$ cat src/rtl/vc_dest_router_if.sv
// vc_dest_router_if: word/backpressure bundle between the referee
// and the destination FIFOs, as seen by the router.
interface vc_dest_router_if #(
  parameter int DATA_WIDTH = 12,
  parameter int CNT_WIDTH  = 8
);
  logic [DATA_WIDTH-1:0] data_in;
  logic                  valid_in;
  logic                  almost_full_0;
  logic                  almost_full_1;
  logic                  almost_full_2;
  logic                  almost_full_3;
  logic                  push_0;
  logic                  push_1;
  logic                  push_2;
  logic                  push_3;
  logic [DATA_WIDTH-1:0] data_out;
  logic                  stall;
  logic                  overflow;
  logic [CNT_WIDTH-1:0]  cnt_0;
  logic [CNT_WIDTH-1:0]  cnt_1;
  logic [CNT_WIDTH-1:0]  cnt_2;
  logic [CNT_WIDTH-1:0]  cnt_3;

  modport slave (
    input  data_in, valid_in,
    input  almost_full_0, almost_full_1,
    input  almost_full_2, almost_full_3,
    output push_0, push_1, push_2, push_3,
    output data_out, stall, overflow,
    output cnt_0, cnt_1, cnt_2, cnt_3
  );

  modport master (
    output data_in, valid_in,
    output almost_full_0, almost_full_1,
    output almost_full_2, almost_full_3,
    input  push_0, push_1, push_2, push_3,
    input  data_out, stall, overflow,
    input  cnt_0, cnt_1, cnt_2, cnt_3
  );
endinterface

$ cat src/rtl/vc_dest_router.sv
// vc_dest_router: routes referee words to four destination FIFOs
// through an in-order skid buffer with head-of-line blocking.
module vc_dest_router #(
  parameter int DATA_WIDTH = 12,
  parameter int DEST_MSB   = 11,
  parameter int DEST_LSB   = 10,
  parameter int SKID_DEPTH = 2,
  parameter int CNT_WIDTH  = 8
) (
  input logic            clk,
  input logic            reset,
  vc_dest_router_if.slave bus
);
  localparam int PW = $clog2(SKID_DEPTH);
  localparam logic [PW:0] OCC_FULL = (PW+1)'(SKID_DEPTH);

  logic [DATA_WIDTH-1:0] mem_q [SKID_DEPTH];
  logic [PW-1:0]         rd_ptr_q, rd_ptr_d;
  logic [PW-1:0]         wr_ptr_q, wr_ptr_d;
  logic [PW:0]           occ_q, occ_d;
  logic [3:0]            push_q, push_d;
  logic [DATA_WIDTH-1:0] data_q, data_d;
  logic [CNT_WIDTH-1:0]  cnt_q [4];
  logic [CNT_WIDTH-1:0]  cnt_d [4];
  logic                  ovf_q, ovf_d;

  logic [3:0]            af;
  logic [DATA_WIDTH-1:0] head;
  logic [1:0]            dest;
  logic                  buffered;
  logic                  head_vld;
  logic                  disp;
  logic                  rd_en;
  logic                  wr_en;
  logic                  bypass;

  assign af = {bus.almost_full_3, bus.almost_full_2,
               bus.almost_full_1, bus.almost_full_0};

  // The oldest buffered word always goes first; data_in only
  // bypasses when nothing is waiting ahead of it.
  assign buffered = (occ_q != '0);
  assign head     = buffered ? mem_q[rd_ptr_q] : bus.data_in;
  assign head_vld = buffered | bus.valid_in;
  assign dest     = head[DEST_MSB:DEST_LSB];
  assign disp     = head_vld & ~af[dest];
  assign rd_en    = disp & buffered;
  assign bypass   = disp & ~buffered;
  assign wr_en    = bus.valid_in & ~bypass &
                    ((occ_q != OCC_FULL) | rd_en);

  // Next-state: dispatch, pointer/occupancy bookkeeping, drop flag.
  always_comb begin
    push_d   = '0;
    data_d   = data_q;
    cnt_d    = cnt_q;
    rd_ptr_d = rd_ptr_q;
    wr_ptr_d = wr_ptr_q;
    occ_d    = occ_q;
    ovf_d    = ovf_q | (bus.valid_in & ~bypass & ~wr_en);
    if (disp) begin
      push_d[dest] = 1'b1;
      data_d       = head;
      cnt_d[dest]  = cnt_q[dest] + CNT_WIDTH'(1);
    end
    if (rd_en) rd_ptr_d = rd_ptr_q + PW'(1);
    if (wr_en) wr_ptr_d = wr_ptr_q + PW'(1);
    unique case ({wr_en, rd_en})
      2'b10:   occ_d = occ_q + (PW+1)'(1);
      2'b01:   occ_d = occ_q - (PW+1)'(1);
      default: occ_d = occ_q;
    endcase
  end

  // Control and output registers, cleared asynchronously.
  always_ff @(posedge clk or posedge reset) begin
    if (reset) begin
      push_q   <= '0;
      data_q   <= '0;
      cnt_q    <= '{default: '0};
      rd_ptr_q <= '0;
      wr_ptr_q <= '0;
      occ_q    <= '0;
      ovf_q    <= 1'b0;
    end else begin
      push_q   <= push_d;
      data_q   <= data_d;
      cnt_q    <= cnt_d;
      rd_ptr_q <= rd_ptr_d;
      wr_ptr_q <= wr_ptr_d;
      occ_q    <= occ_d;
      ovf_q    <= ovf_d;
    end
  end

  // Skid storage; contents are meaningless while occupancy is 0.
  always_ff @(posedge clk) begin
    if (wr_en) mem_q[wr_ptr_q] <= bus.data_in;
  end

  assign bus.push_0   = push_q[0];
  assign bus.push_1   = push_q[1];
  assign bus.push_2   = push_q[2];
  assign bus.push_3   = push_q[3];
  assign bus.data_out = data_q;
  assign bus.overflow = ovf_q;
  assign bus.stall    = buffered | (|af);
  assign bus.cnt_0    = cnt_q[0];
  assign bus.cnt_1    = cnt_q[1];
  assign bus.cnt_2    = cnt_q[2];
  assign bus.cnt_3    = cnt_q[3];
endmodule

$ cat src/flat_wrapper.sv
// flat-port wrapper written by rule: the top's interface ports become plain ports
module vc_dest_router_flat 
#(
  parameter int DATA_WIDTH = 12,
  parameter int DEST_MSB   = 11,
  parameter int DEST_LSB   = 10,
  parameter int SKID_DEPTH = 2,
  parameter int CNT_WIDTH  = 8
)
  (clk, reset, bus_data_in, bus_valid_in, bus_almost_full_0, bus_almost_full_1, bus_almost_full_2, bus_almost_full_3, bus_push_0, bus_push_1, bus_push_2, bus_push_3, bus_data_out, bus_stall, bus_overflow, bus_cnt_0, bus_cnt_1, bus_cnt_2, bus_cnt_3);
  vc_dest_router_if #(.DATA_WIDTH(DATA_WIDTH), .CNT_WIDTH(CNT_WIDTH)) bus_i ();
  input logic clk;
  input logic reset;
  input wire logic [$bits(bus_i.data_in)-1:0] bus_data_in;
  input wire logic [$bits(bus_i.valid_in)-1:0] bus_valid_in;
  input wire logic [$bits(bus_i.almost_full_0)-1:0] bus_almost_full_0;
  input wire logic [$bits(bus_i.almost_full_1)-1:0] bus_almost_full_1;
  input wire logic [$bits(bus_i.almost_full_2)-1:0] bus_almost_full_2;
  input wire logic [$bits(bus_i.almost_full_3)-1:0] bus_almost_full_3;
  output wire logic [$bits(bus_i.push_0)-1:0] bus_push_0;
  output wire logic [$bits(bus_i.push_1)-1:0] bus_push_1;
  output wire logic [$bits(bus_i.push_2)-1:0] bus_push_2;
  output wire logic [$bits(bus_i.push_3)-1:0] bus_push_3;
  output wire logic [$bits(bus_i.data_out)-1:0] bus_data_out;
  output wire logic [$bits(bus_i.stall)-1:0] bus_stall;
  output wire logic [$bits(bus_i.overflow)-1:0] bus_overflow;
  output wire logic [$bits(bus_i.cnt_0)-1:0] bus_cnt_0;
  output wire logic [$bits(bus_i.cnt_1)-1:0] bus_cnt_1;
  output wire logic [$bits(bus_i.cnt_2)-1:0] bus_cnt_2;
  output wire logic [$bits(bus_i.cnt_3)-1:0] bus_cnt_3;
  assign bus_i.data_in = bus_data_in;
  assign bus_i.valid_in = bus_valid_in;
  assign bus_i.almost_full_0 = bus_almost_full_0;
  assign bus_i.almost_full_1 = bus_almost_full_1;
  assign bus_i.almost_full_2 = bus_almost_full_2;
  assign bus_i.almost_full_3 = bus_almost_full_3;
  assign bus_push_0 = bus_i.push_0;
  assign bus_push_1 = bus_i.push_1;
  assign bus_push_2 = bus_i.push_2;
  assign bus_push_3 = bus_i.push_3;
  assign bus_data_out = bus_i.data_out;
  assign bus_stall = bus_i.stall;
  assign bus_overflow = bus_i.overflow;
  assign bus_cnt_0 = bus_i.cnt_0;
  assign bus_cnt_1 = bus_i.cnt_1;
  assign bus_cnt_2 = bus_i.cnt_2;
  assign bus_cnt_3 = bus_i.cnt_3;
  vc_dest_router #(.DATA_WIDTH(DATA_WIDTH), .DEST_MSB(DEST_MSB), .DEST_LSB(DEST_LSB), .SKID_DEPTH(SKID_DEPTH), .CNT_WIDTH(CNT_WIDTH)) u_core (.clk(clk), .reset(reset), .bus(bus_i));
endmodule
$ cat config.mk
export PLATFORM = sky130hd
export DESIGN_NAME = vc_dest_router_flat
export DESIGN_NICKNAME = d
export VERILOG_FILES = /design/src/rtl/vc_dest_router_if.sv /design/src/rtl/vc_dest_router.sv /design/src/flat_wrapper.sv
export SDC_FILE = /design/constraint.sdc
export NUM_CORES = 1
export LEC_CHECK = 0
export ABC_AREA = 1
export BUFFER_PORTS_ARGS = -buffer_cell sky130_fd_sc_hd__buf_4
export CAP_MARGIN = 10
export CORE_MARGIN = 2
export CORE_UTILIZATION = 45
export CTS_CLUSTER_DIAMETER = 30
export DETAILED_ROUTE_END_ITERATION = 10
export PLACE_DENSITY = 0.7
export REMOVE_ABC_BUFFERS = 1
export SLEW_MARGIN = 20
export SYNTH_ARGS = -nofsm -noshare
export SYNTH_HDL_FRONTEND = slang
export SYNTH_SLANG_ARGS = --single-unit
export TNS_END_PERCENT = 30
$ cat constraint.sdc
create_clock -name clk -period 7 [get_ports clk]
set_input_delay 1.05 -clock clk [delete_from_list [all_inputs] [get_ports clk]]
set_output_delay 1.05 -clock clk [all_outputs]
set_load 0.05 [all_outputs]
# Word-level counts from Yosys, hierarchy flattened
# Memory sizes are Yosys's and may differ from the RTL's.
# Cells that the tools add are included.
# Widths: inputs -> output; s select.
[word_totals]
ff_bits = 53
ram_bits = 24
inputBits = 19
out_inout_bits = 50
word_cells = 58
memories = 1
[op_classes]
addsub = 5
magnitude_cmp = 4
eq_ne = 3
n_mux = 15
bitwise = 15
reduce_logical = 5
[mem_list]
columns = ["memory", "words", "width", "rd", "rd_ports_with_merged_regs", "write_ports", "line_no", "source"]
rows = [
  ["u_core.mem_q", 2, 12, 1, 0, 1, "vc_dest_router.sv:17", "logic [DATA_WIDTH-1:0] mem_q [SKID_DEPTH];"],
]
[ops]
columns = ["op", "n"]
rows = [
  ["$bwmux 32", 1],
  ["$mux 8", 3],
  ["$bmux 8 s2", 1],
  ["$demux 8 s2", 1],
  ["$mux 12", 1],
  ["$add 8x1->8 const B", 1],
  ["$and 1x1->1", 6],
  ["$mux 1", 4],
  ["$mux 4", 1],
  ["$not 1->1", 4],
  ["$or 1x1->1", 4],
  ["$pmux 2 s2", 1],
  ["$reduce_bool 2->1", 2],
  ["$reduce_or 4->1", 1],
  ["$ge 3x3->1 const B", 1],
  ["$lt 2x3->1 const B", 1],
  ["$lt 3x1->1 const B", 1],
  ["$not 2->3", 1],
  ["$add 1x1->1 const B", 2],
  ["$add 2x1->2 const B", 1],
  ["$bmux 1 s2", 1],
  ["$demux 1 s2", 1],
  ["$eq 2x1->1 const B", 1],
  ["$eq 2x2->1 const B", 1],
  ["4 further kinds", 5],
]

# Logic depth before layout (Yosys ltp)
# Gate-level depths: netlist of run 1.
[logic_depth]
word_depth = 13
ltp_mapped = 17
ltp_nobuf = 16

# Worst setup path after synthesis of run 1
# OpenSTA, ideal clock, no wires.
[synth_path]
kind = "in2reg"
from = "input port bus_data_in[10]"
to = "memory u_core.mem_q[1][0] (enable)"
setup_ps = 380
arrival_time_ps = 2401
required_time_ps = 6620
path_slack_ps = 4219
path_stages = 10
n_path_buf = 0
cell_sequence = "inv_1 nand2_2 nand2_4 nand2_1 nand2_1 nand2_1 nand3_4 nand3_1 nand3_2 nor2_1"
[synth_via]
elab_chain_cells = 11
elab_cells_between_ends = 13
classes_between = "mux: 5; bitwise: 8"
[synth_lines]
columns = ["element", "line_no", "source"]
rows = [
  ["start, declared", "flat_wrapper.sv:14", "input wire logic [$bits(bus_i.data_in)-1:0] bus_data_in;"],
  ["$mux 12 *", "vc_dest_router.sv:43", "assign head = buffered ? mem_q[rd_ptr_q] : bus.data_in;"],
  ["$bmux 1 s2 *", "vc_dest_router.sv:46", "assign disp = head_vld & ~af[dest];"],
  ["$mux 1 (not written as such) *", "vc_dest_router.sv:46", ""],
  ["$not 1->1 *", "vc_dest_router.sv:46", ""],
  ["$and 1x1->1 *", "vc_dest_router.sv:46", ""],
  ["$and 1x1->1", "vc_dest_router.sv:48", "assign bypass = disp & ~buffered;"],
  ["$not 1->1", "vc_dest_router.sv:49", "assign wr_en = bus.valid_in & ~bypass &"],
  ["$and 1x1->1", "vc_dest_router.sv:49", ""],
  ["$and 1x1->1 *", "vc_dest_router.sv:49", ""],
  ["$mux 1 *", "vc_dest_router.sv:98", "if (wr_en) mem_q[wr_ptr_q] <= bus.data_in;"],
  ["$mux 1 (not written as such) *", "vc_dest_router.sv:98", ""],
  ["end, declared", "vc_dest_router.sv:17", ""],
]
# Mark *: on every way between the ends. The rest lies on a longest branch, timed or not. The select of a mux whose other input is x is not followed.

# Worst setup path after layout of run 1
[layout_path]
from = "register u_core.occ_q[0]"
to = "memory u_core.mem_q[0][5] (enable)"
[layout_via]
elab_chain_cells = 12
elab_cells_between_ends = 17
classes_between = "eq/ne: 1; mux: 5; bitwise: 10; reduce/logical: 1"
[layout_lines]
columns = ["element", "line_no", "source"]
rows = [
  ["start, declared", "vc_dest_router.sv:20", "logic [PW:0] occ_q, occ_d;"],
  ["start signal, assigned", "vc_dest_router.sv:83", "occ_q <= '0;"],
  ["start signal, assigned", "vc_dest_router.sv:91", "occ_q <= occ_d;"],
  ["$reduce_bool 2->1", "vc_dest_router.sv:42", "assign buffered = (occ_q != '0);"],
  ["$mux 12", "vc_dest_router.sv:43", ""],
  ["$bmux 1 s2", "vc_dest_router.sv:46", ""],
  ["$mux 1 (not written as such)", "vc_dest_router.sv:46", ""],
  ["$not 1->1", "vc_dest_router.sv:46", ""],
  ["$and 1x1->1", "vc_dest_router.sv:46", ""],
  ["$and 1x1->1", "vc_dest_router.sv:48", ""],
  ["$not 1->1", "vc_dest_router.sv:49", ""],
  ["$and 1x1->1", "vc_dest_router.sv:49", ""],
  ["$and 1x1->1 *", "vc_dest_router.sv:49", ""],
  ["$mux 1 *", "vc_dest_router.sv:98", ""],
  ["$mux 1 (not written as such) *", "vc_dest_router.sv:98", ""],
]
# Marks and branches as above.

==> results of run 1 <==
[cells in the final DEF (no fill, tap or decap), drive strengths merged]
cell type,n
o211ai,1
dfrtp,53
edfxtp,24
xor2,3
xnor2,3
clkinv,1
nor4,1
clkinvlp,1
or2,1
o21ai,34
bufinv,3
buf,69
nand3b,1
o21bai,1
nor2,15
clkbuf,10
nand2,168
nand3,33
a21oi,20
ha,2
nand4,1
inv,41
[cell type report]
class / instances / area (um2) / share of cell area (%)
repair buffers: 69 / 518 / 11.6
flip-flops and latches: 77 / 2050 / 46.0
clock inverters: 6 / 110 / 2.48
well taps: 102 / 128 / 2.87
multi-input cells: 284 / 1360 / 30.6
clock buffers: 10 / 128 / 2.87
inverters: 40 / 155 / 3.49
[state kept, by name (all words and copies together) (netlist names)]
register / flops
u_core.bus.cnt_0: 8
u_core.bus.cnt_1: 8
u_core.bus.cnt_2: 8
u_core.bus.cnt_3: 8
u_core.bus.data_out: 12
u_core.bus.overflow: 1
u_core.mem_q: 24
u_core.occ_q: 2
u_core.push_q: 4
u_core.rd_ptr_q: 1
u_core.wr_ptr_q: 1
[through the flow]
stage	setup WS [ns]	std cells	utilization [%]	hold slack, ns
2_1_floorplan	3.67	401	-	0.465
3_3_place_gp	3.52	572	54.5	0.472
3_5_place_dp	3.32	572	54.5	0.472
4_1_cts	3.29	588	57.6	0.497
5_1_grt	2.97	588	57.6	0.528
6_report	3.36	588	57.6	0.493
[worst paths after layout]
check	from	end	slack, ns
max in group asynchronous	reset	u_core.bus.data_out[1]	5.74
min in group asynchronous	reset	u_core.bus.data_out[4]	0.80
setup reg to reg	u_core.occ_q[0]	u_core.mem_q[0][5]	3.36
hold / removal	u_core.bus.data_out[7]	u_core.bus.data_out[7]	0.49
setup / recovery	u_core.occ_q[0]	u_core.mem_q[0][5]	3.36
hold reg to reg	u_core.bus.data_out[7]	u_core.bus.data_out[7]	0.49
[critical path, delay by kind of cell (launching register included)]
family / cells / cell delay, ns
AND/OR/NAND/NOR: 10 / 2.75
buffers and inverters: 1 / 0.08
flip-flops: 1 / 0.43
[kinds of logic after synthesis]
| group | share of synthesized area (%) |
|---|---|
| buffers and inverters | 5.45 |
| XOR/XNOR | 1.67 |
| AND/OR/NAND/NOR | 27.2 |
| AO/OA/AOI/OAI | 8.22 |
| adder cells (fa/ha/maj) | 0.694 |
| flip-flops | 56.8 |
[routing by layer]
layer,global-route usage [%],wire [um]
met1,28.5,3670
met2,31.4,4060
met3,2.74,476
met4,8.46,110
met5,0,0
==> run_summary.xml, run 1 <==
<?xml version="1.0" encoding="UTF-8"?>
<metrics>
  <group name="floorplanning">
    <metric name="fp.dieH" unit="um">93.5</metric>
    <metric name="floorplan.die_area" unit="um2">8750</metric>
    <metric name="row_count" unit="">32</metric>
    <metric name="fp.dieW" unit="um">93.5</metric>
    <metric name="io-pin-count" unit="">69</metric>
    <metric name="floorplan.initialDensity" unit="%">46.7</metric>
    <metric name="core_area" unit="um2">7730</metric>
  </group>
  <group name="critical_path">
    <metric name="startpoint_type" unit="">register</metric>
    <metric name="reg2regPathDepth" unit="">11</metric>
    <metric name="criticalPathCategory" unit="">register to register</metric>
    <metric name="crit_required" unit="ns">6.97</metric>
    <metric name="critical_path_capture_point_type" unit="">register</metric>
    <metric name="timing.critical_path.cells" unit="">nor2_2 &gt; nand2_2 &gt; nand2_4 &gt; nand2_1 &gt; nand2_1 &gt; nand2_1 &gt; nand3_4 &gt; nor2_1 &gt; inv_1 &gt; nand3_2 &gt; nor2_1</metric>
    <metric name="crit_path_top_delay_cell" unit="">nor2_1</metric>
    <metric name="path_max_fanout" unit="">27</metric>
    <metric name="max_stage_delay" unit="ns">0.78</metric>
    <metric name="most_numerous_cell_on_the_critical_path" unit="">nand2_1</metric>
    <metric name="timing.critical_path.arrival" unit="ns">3.61</metric>
  </group>
  <group name="clock_network">
    <metric name="cts.sinks" unit="">77</metric>
    <metric name="postCtsResizedCells" unit="">0</metric>
    <metric name="numCtsBuffers" unit="">9</metric>
    <metric name="cts.root.buffer_cell" unit="">clkbuf_8</metric>
    <metric name="tritoncts" unit="">done</metric>
    <metric name="clkTransAtPathRegs" unit="ns">0.07</metric>
    <metric name="max-clock-path-buffers" unit="">2</metric>
    <metric name="htreeDepth" unit="">3</metric>
    <metric name="clk-insertion-delay-late" unit="ns">0.35</metric>
    <metric name="hold_bufs_at_cts" unit="">0</metric>
    <metric name="postCtsSetupBuffers" unit="">0</metric>
  </group>
  <group name="timing">
    <metric name="min_period_over_period" unit="%">52.1</metric>
    <metric name="timing.max_slew.rel_slack" unit="%">32.5</metric>
    <metric name="timing.clock.skew" unit="ns">0.0106</metric>
    <metric name="maxClockFrequency" unit="MHz">274</metric>
    <metric name="worst_pin_slew" unit="ns">1.01</metric>
    <metric name="post-route-min-period" unit="ns">3.64</metric>
    <metric name="maxSlewViolCount" unit="">0</metric>
    <metric name="rsz0062_at_grt" unit="">false</metric>
    <metric name="finalSetupViolations" unit="">0</metric>
    <metric name="setup_tns" unit="ns">0</metric>
    <metric name="finalHoldViolations" unit="">0</metric>
  </group>
  <group name="synthesis">
    <metric name="synthesis.instances" unit="">409</metric>
    <metric name="synth_sequential_area_ratio" unit="%">56.8</metric>
    <metric name="postSynthRegisterBits" unit="">77</metric>
    <metric name="post_synth_arst_share" unit="%">68.8</metric>
    <metric name="netlist_top_cells_count" unit="">nand2_1 (152), dfrtp_1 (53), inv_1 (34), nand3_1 (29)</metric>
    <metric name="syn-mean-instance-area" unit="um2">8.82</metric>
    <metric name="synth_top_area_share" unit="%">36.8</metric>
    <metric name="synthTopCellsByArea" unit="">dfrtp_1 (37%), edfxtp_1 (20%), nand2_1 (16%)</metric>
    <metric name="most_common_cell_in_the_synthesized_netlist" unit="">nand2_1</metric>
    <metric name="synth-warning-count" unit="">0</metric>
    <metric name="postSynth.topFlopCell" unit="">dfrtp_1</metric>
    <metric name="synthesis.area" unit="um2">3610</metric>
    <metric name="synth_edf_count" unit="">24</metric>
    <metric name="ys_types" unit="">32</metric>
    <metric name="yosys.area.top_type" unit="">dfrtp_1</metric>
  </group>
  <group name="route">
    <metric name="drt-pass1-iter-count" unit="">4</metric>
    <metric name="final_antenna_net_count" unit="">0</metric>
    <metric name="detail_route.wl_per_cell" unit="um">14.2</metric>
    <metric name="via_count" unit="">2917</metric>
    <metric name="avgViaCountPerCell" unit="">4.96</metric>
    <metric name="totalWireLength" unit="um">8320</metric>
    <metric name="drcViolationCount" unit="">0</metric>
    <metric name="detail_route.iter0.violations" unit="">149</metric>
  </group>
  <group name="status">
    <metric name="run_status" unit="">complete, no violations</metric>
  </group>
  <group name="final_layout">
    <metric name="fill_cells" unit="">685</metric>
    <metric name="antenna_cells" unit="">0</metric>
    <metric name="post-route-cell-area" unit="um2">4450</metric>
    <metric name="share_of_layout_cells_above_drive_strength_1" unit="%">24.3</metric>
    <metric name="finish.net_count" unit="">502</metric>
    <metric name="area_growth" unit="%">23.4</metric>
  </group>
  <group name="placed_design">
    <metric name="placedInstanceArea" unit="um2">4210</metric>
    <metric name="numPortBuffers" unit="">68</metric>
    <metric name="finalWeightedCongestion" unit="">0.837</metric>
    <metric name="dp_hpwl" unit="um">5990</metric>
  </group>
  <group name="grt">
    <metric name="grt_antenna_before_repair" unit="">0</metric>
    <metric name="pin_count_of_the_biggest_net_entering_global_routing" unit="">54</metric>
    <metric name="grt_pass1_vias" unit="">2811</metric>
    <metric name="grt_usage" unit="%">20.2</metric>
    <metric name="grt_pass1_wl" unit="um">13600</metric>
    <metric name="gr-total-overflow" unit="">0</metric>
  </group>
  <group name="hold_path">
    <metric name="min_path_type" unit="">register to register</metric>
    <metric name="worstHoldPathCells" unit="">2</metric>
  </group>
  <group name="run">
    <metric name="cap_violations" unit="">0</metric>
  </group>
</metrics>
Power of run 1 is left out: the tool's default activity adds up to more than one toggle a clock period on the data nets, which glitch-free logic cannot reach.
==> run 2: changes to the inputs <==
==> constraint.sdc (replaced) <==
create_clock -name clk -period 3.5 [get_ports clk]
set_input_delay 0.525 -clock clk [delete_from_list [all_inputs] [get_ports clk]]
set_output_delay 0.525 -clock clk [all_outputs]
set_load 0.05 [all_outputs]
==> run 2 against run 1 <==
  * Maximum frequency is 22% higher
  * Cell count is 0.85% higher
  * Worst setup slack worse by 2.8 ns
  * Routed wire length is 0.18% lower
  * Critical path depth is 4 higher
  * Critical path type unchanged
  * Die area stayed put
  * Global-route usage is 0.17 points higher
  * Sequential cell count stayed put
  * Largest cell class unchanged
  * Via count is 1.6% higher
  * Sequential share of layout area is 0.46 points lower
==> run_summary.xml, run 2 (same netlist as run 1, synthesis figures left out) <==
<?xml version="1.0" encoding="UTF-8"?>
<metrics>
  <group name="route">
    <metric name="detail_route.iter0.violations" unit="">195</metric>
    <metric name="totalWireLength" unit="um">8310</metric>
    <metric name="via_count" unit="">2964</metric>
    <metric name="detail_route.wl_per_cell" unit="um">14.0</metric>
    <metric name="avgViaCountPerCell" unit="">5.00</metric>
    <metric name="drt-pass1-iter-count" unit="">4</metric>
    <metric name="final_antenna_net_count" unit="">0</metric>
    <metric name="drcViolationCount" unit="">0</metric>
  </group>
  <group name="clock_network">
    <metric name="postCtsResizedCells" unit="">0</metric>
    <metric name="cts.root.buffer_cell" unit="">clkbuf_8</metric>
    <metric name="cts.sinks" unit="">77</metric>
    <metric name="max-clock-path-buffers" unit="">2</metric>
    <metric name="clkTransAtPathRegs" unit="ns">0.08</metric>
    <metric name="tritoncts" unit="">done</metric>
    <metric name="postCtsSetupBuffers" unit="">0</metric>
    <metric name="numCtsBuffers" unit="">9</metric>
    <metric name="hold_bufs_at_cts" unit="">0</metric>
    <metric name="clk-insertion-delay-late" unit="ns">0.34</metric>
    <metric name="htreeDepth" unit="">3</metric>
  </group>
  <group name="floorplanning">
    <metric name="fp.dieW" unit="um">93.5</metric>
    <metric name="core_area" unit="um2">7730</metric>
    <metric name="floorplan.initialDensity" unit="%">46.7</metric>
    <metric name="row_count" unit="">32</metric>
    <metric name="fp.dieH" unit="um">93.5</metric>
    <metric name="floorplan.die_area" unit="um2">8750</metric>
    <metric name="io-pin-count" unit="">69</metric>
  </group>
  <group name="critical_path">
    <metric name="crit_required" unit="ns">3.73</metric>
    <metric name="startpoint_type" unit="">register</metric>
    <metric name="critical_path_capture_point_type" unit="">register</metric>
    <metric name="criticalPathCategory" unit="">register to register</metric>
    <metric name="path_max_fanout" unit="">27</metric>
    <metric name="timing.critical_path.arrival" unit="ns">3.21</metric>
  </group>
  <group name="timing">
    <metric name="post-route-min-period" unit="ns">2.98</metric>
    <metric name="timing.clock.skew" unit="ns">0.0118</metric>
    <metric name="timing.max_slew.rel_slack" unit="%">55.1</metric>
    <metric name="finalSetupViolations" unit="">0</metric>
    <metric name="maxSlewViolCount" unit="">0</metric>
    <metric name="finalHoldViolations" unit="">0</metric>
    <metric name="worst_pin_slew" unit="ns">0.674</metric>
    <metric name="rsz0062_at_grt" unit="">false</metric>
    <metric name="min_period_over_period" unit="%">85.3</metric>
    <metric name="setup_tns" unit="ns">0</metric>
    <metric name="maxClockFrequency" unit="MHz">335</metric>
  </group>
  <group name="grt">
    <metric name="grt_pass1_wl" unit="um">13800</metric>
    <metric name="grt_usage" unit="%">20.4</metric>
    <metric name="gr-total-overflow" unit="">0</metric>
    <metric name="grt_pass1_vias" unit="">2835</metric>
    <metric name="grt_antenna_before_repair" unit="">0</metric>
    <metric name="pin_count_of_the_biggest_net_entering_global_routing" unit="">54</metric>
  </group>
  <group name="placed_design">
    <metric name="dp_hpwl" unit="um">5880</metric>
    <metric name="finalWeightedCongestion" unit="">0.871</metric>
    <metric name="numPortBuffers" unit="">68</metric>
  </group>
  <group name="final_layout">
    <metric name="commonest_cells_after_routing_fill_and_taps_aside" unit="">nand2_1 (152), buf_4 (74), dfrtp_1 (53), inv_1 (33), nand3_1 (29)</metric>
    <metric name="regMostFlops" unit="">u_core.mem_q</metric>
    <metric name="area_growth" unit="%">24.6</metric>
    <metric name="share_of_layout_cells_above_drive_strength_1" unit="%">25.5</metric>
    <metric name="max_ffs_per_register" unit="">24</metric>
    <metric name="layout_commonest_cell" unit="">nand2_1</metric>
    <metric name="antenna_cells" unit="">0</metric>
    <metric name="finish.net_count" unit="">507</metric>
  </group>
  <group name="run">
    <metric name="cap_violations" unit="">0</metric>
  </group>
  <group name="status">
    <metric name="run_status" unit="">complete, no violations</metric>
  </group>
  <group name="hold_path">
    <metric name="min_path_type" unit="">primary input to async pin</metric>
  </group>
</metrics>
==> run 2: changes by cell type in the layout (fill, tap and decap cells not counted), sizes merged <==
cell	previous run	this run
buf	69	74
clkinv	1	2
clkinvlp	1	0
clkbuf	10	9
inv	41	42
==> run 2: path summary, 6_finish.rpt <==
path                                    startpoint                      end  slack (ns)  cells after the start
max                                u_core.rd_ptr_q          u_core.occ_q[1]        0.52                     15
min                                          reset      u_core.bus.cnt_2[1]        0.29                      2
max reg2reg                        u_core.rd_ptr_q          u_core.occ_q[1]        0.52                     15
min reg2reg                u_core.bus.data_out[10]  u_core.bus.data_out[10]        0.49                      2
max in group asynchronous                    reset   u_core.bus.data_out[7]        2.77                      2
min in group clk                    bus_data_in[5]       u_core.mem_q[0][5]        0.37                      1
==> run 2: through the flow <==
stage / util, % / hold slack [ns] / instances / instance area (um2) / setup slack (ns)
after floorplan: - / 0.465 / 401 / 3560 / 0.550
after CTS: 58.1 / 0.300 / 593 / 4490 / 0.510
final: 58.1 / 0.294 / 593 / 4490 / 0.516
after global routing: 58.1 / 0.332 / 593 / 4490 / 0.175
after detailed placement: 55.0 / 0.466 / 577 / 4250 / 0.575
after global placement: 54.9 / 0.469 / 577 / 4250 / 0.712
==> run 2: area by class of cell <==
| class | instances | area [um2] |
|---|---|---|
| clock inverters | 7 | 121 |
| well taps | 102 | 128 |
| fillers | 690 | 3230 |
| clock buffers | 9 | 124 |
| multi-input cells | 284 | 1360 |
| flip-flops and latches | 77 | 2050 |
| inverters | 40 | 155 |
| repair buffers | 74 | 556 |
==> run 2: critical path, stage by stage (launching register included) <==
cell     delay (ns)
dfrtp_1        0.66
inv_1          0.11
nand2_1        0.14
nand2_1        0.08
nand2_2        0.10
nand2_2        0.14
nand2_1        0.11
nand2_1        0.07
nand2_1        0.11
nand3_4        0.27
nand3_1        0.22
nand3_2        0.13
ha_1           0.34
a21oi_1        0.11
o21ai_0        0.11
xor2_1         0.15
==> run 2: metal layers <==
| layer | share of wire, % | vias up | global-route usage (%) | wire (um) |
|---|---|---|---|---|
| met5 | 0 | - | 0 | 0 |
| met4 | 0.69 | 0 | 5.76 | 57 |
| met3 | 5.8 | 4 | 4.59 | 479 |
| met2 | 48 | 74 | 31.8 | 3970 |
| met1 | 46 | 1415 | 28.7 | 3800 |
| li1 | - | 1471 | - | - |
Power of run 2 is left out for the same reason.
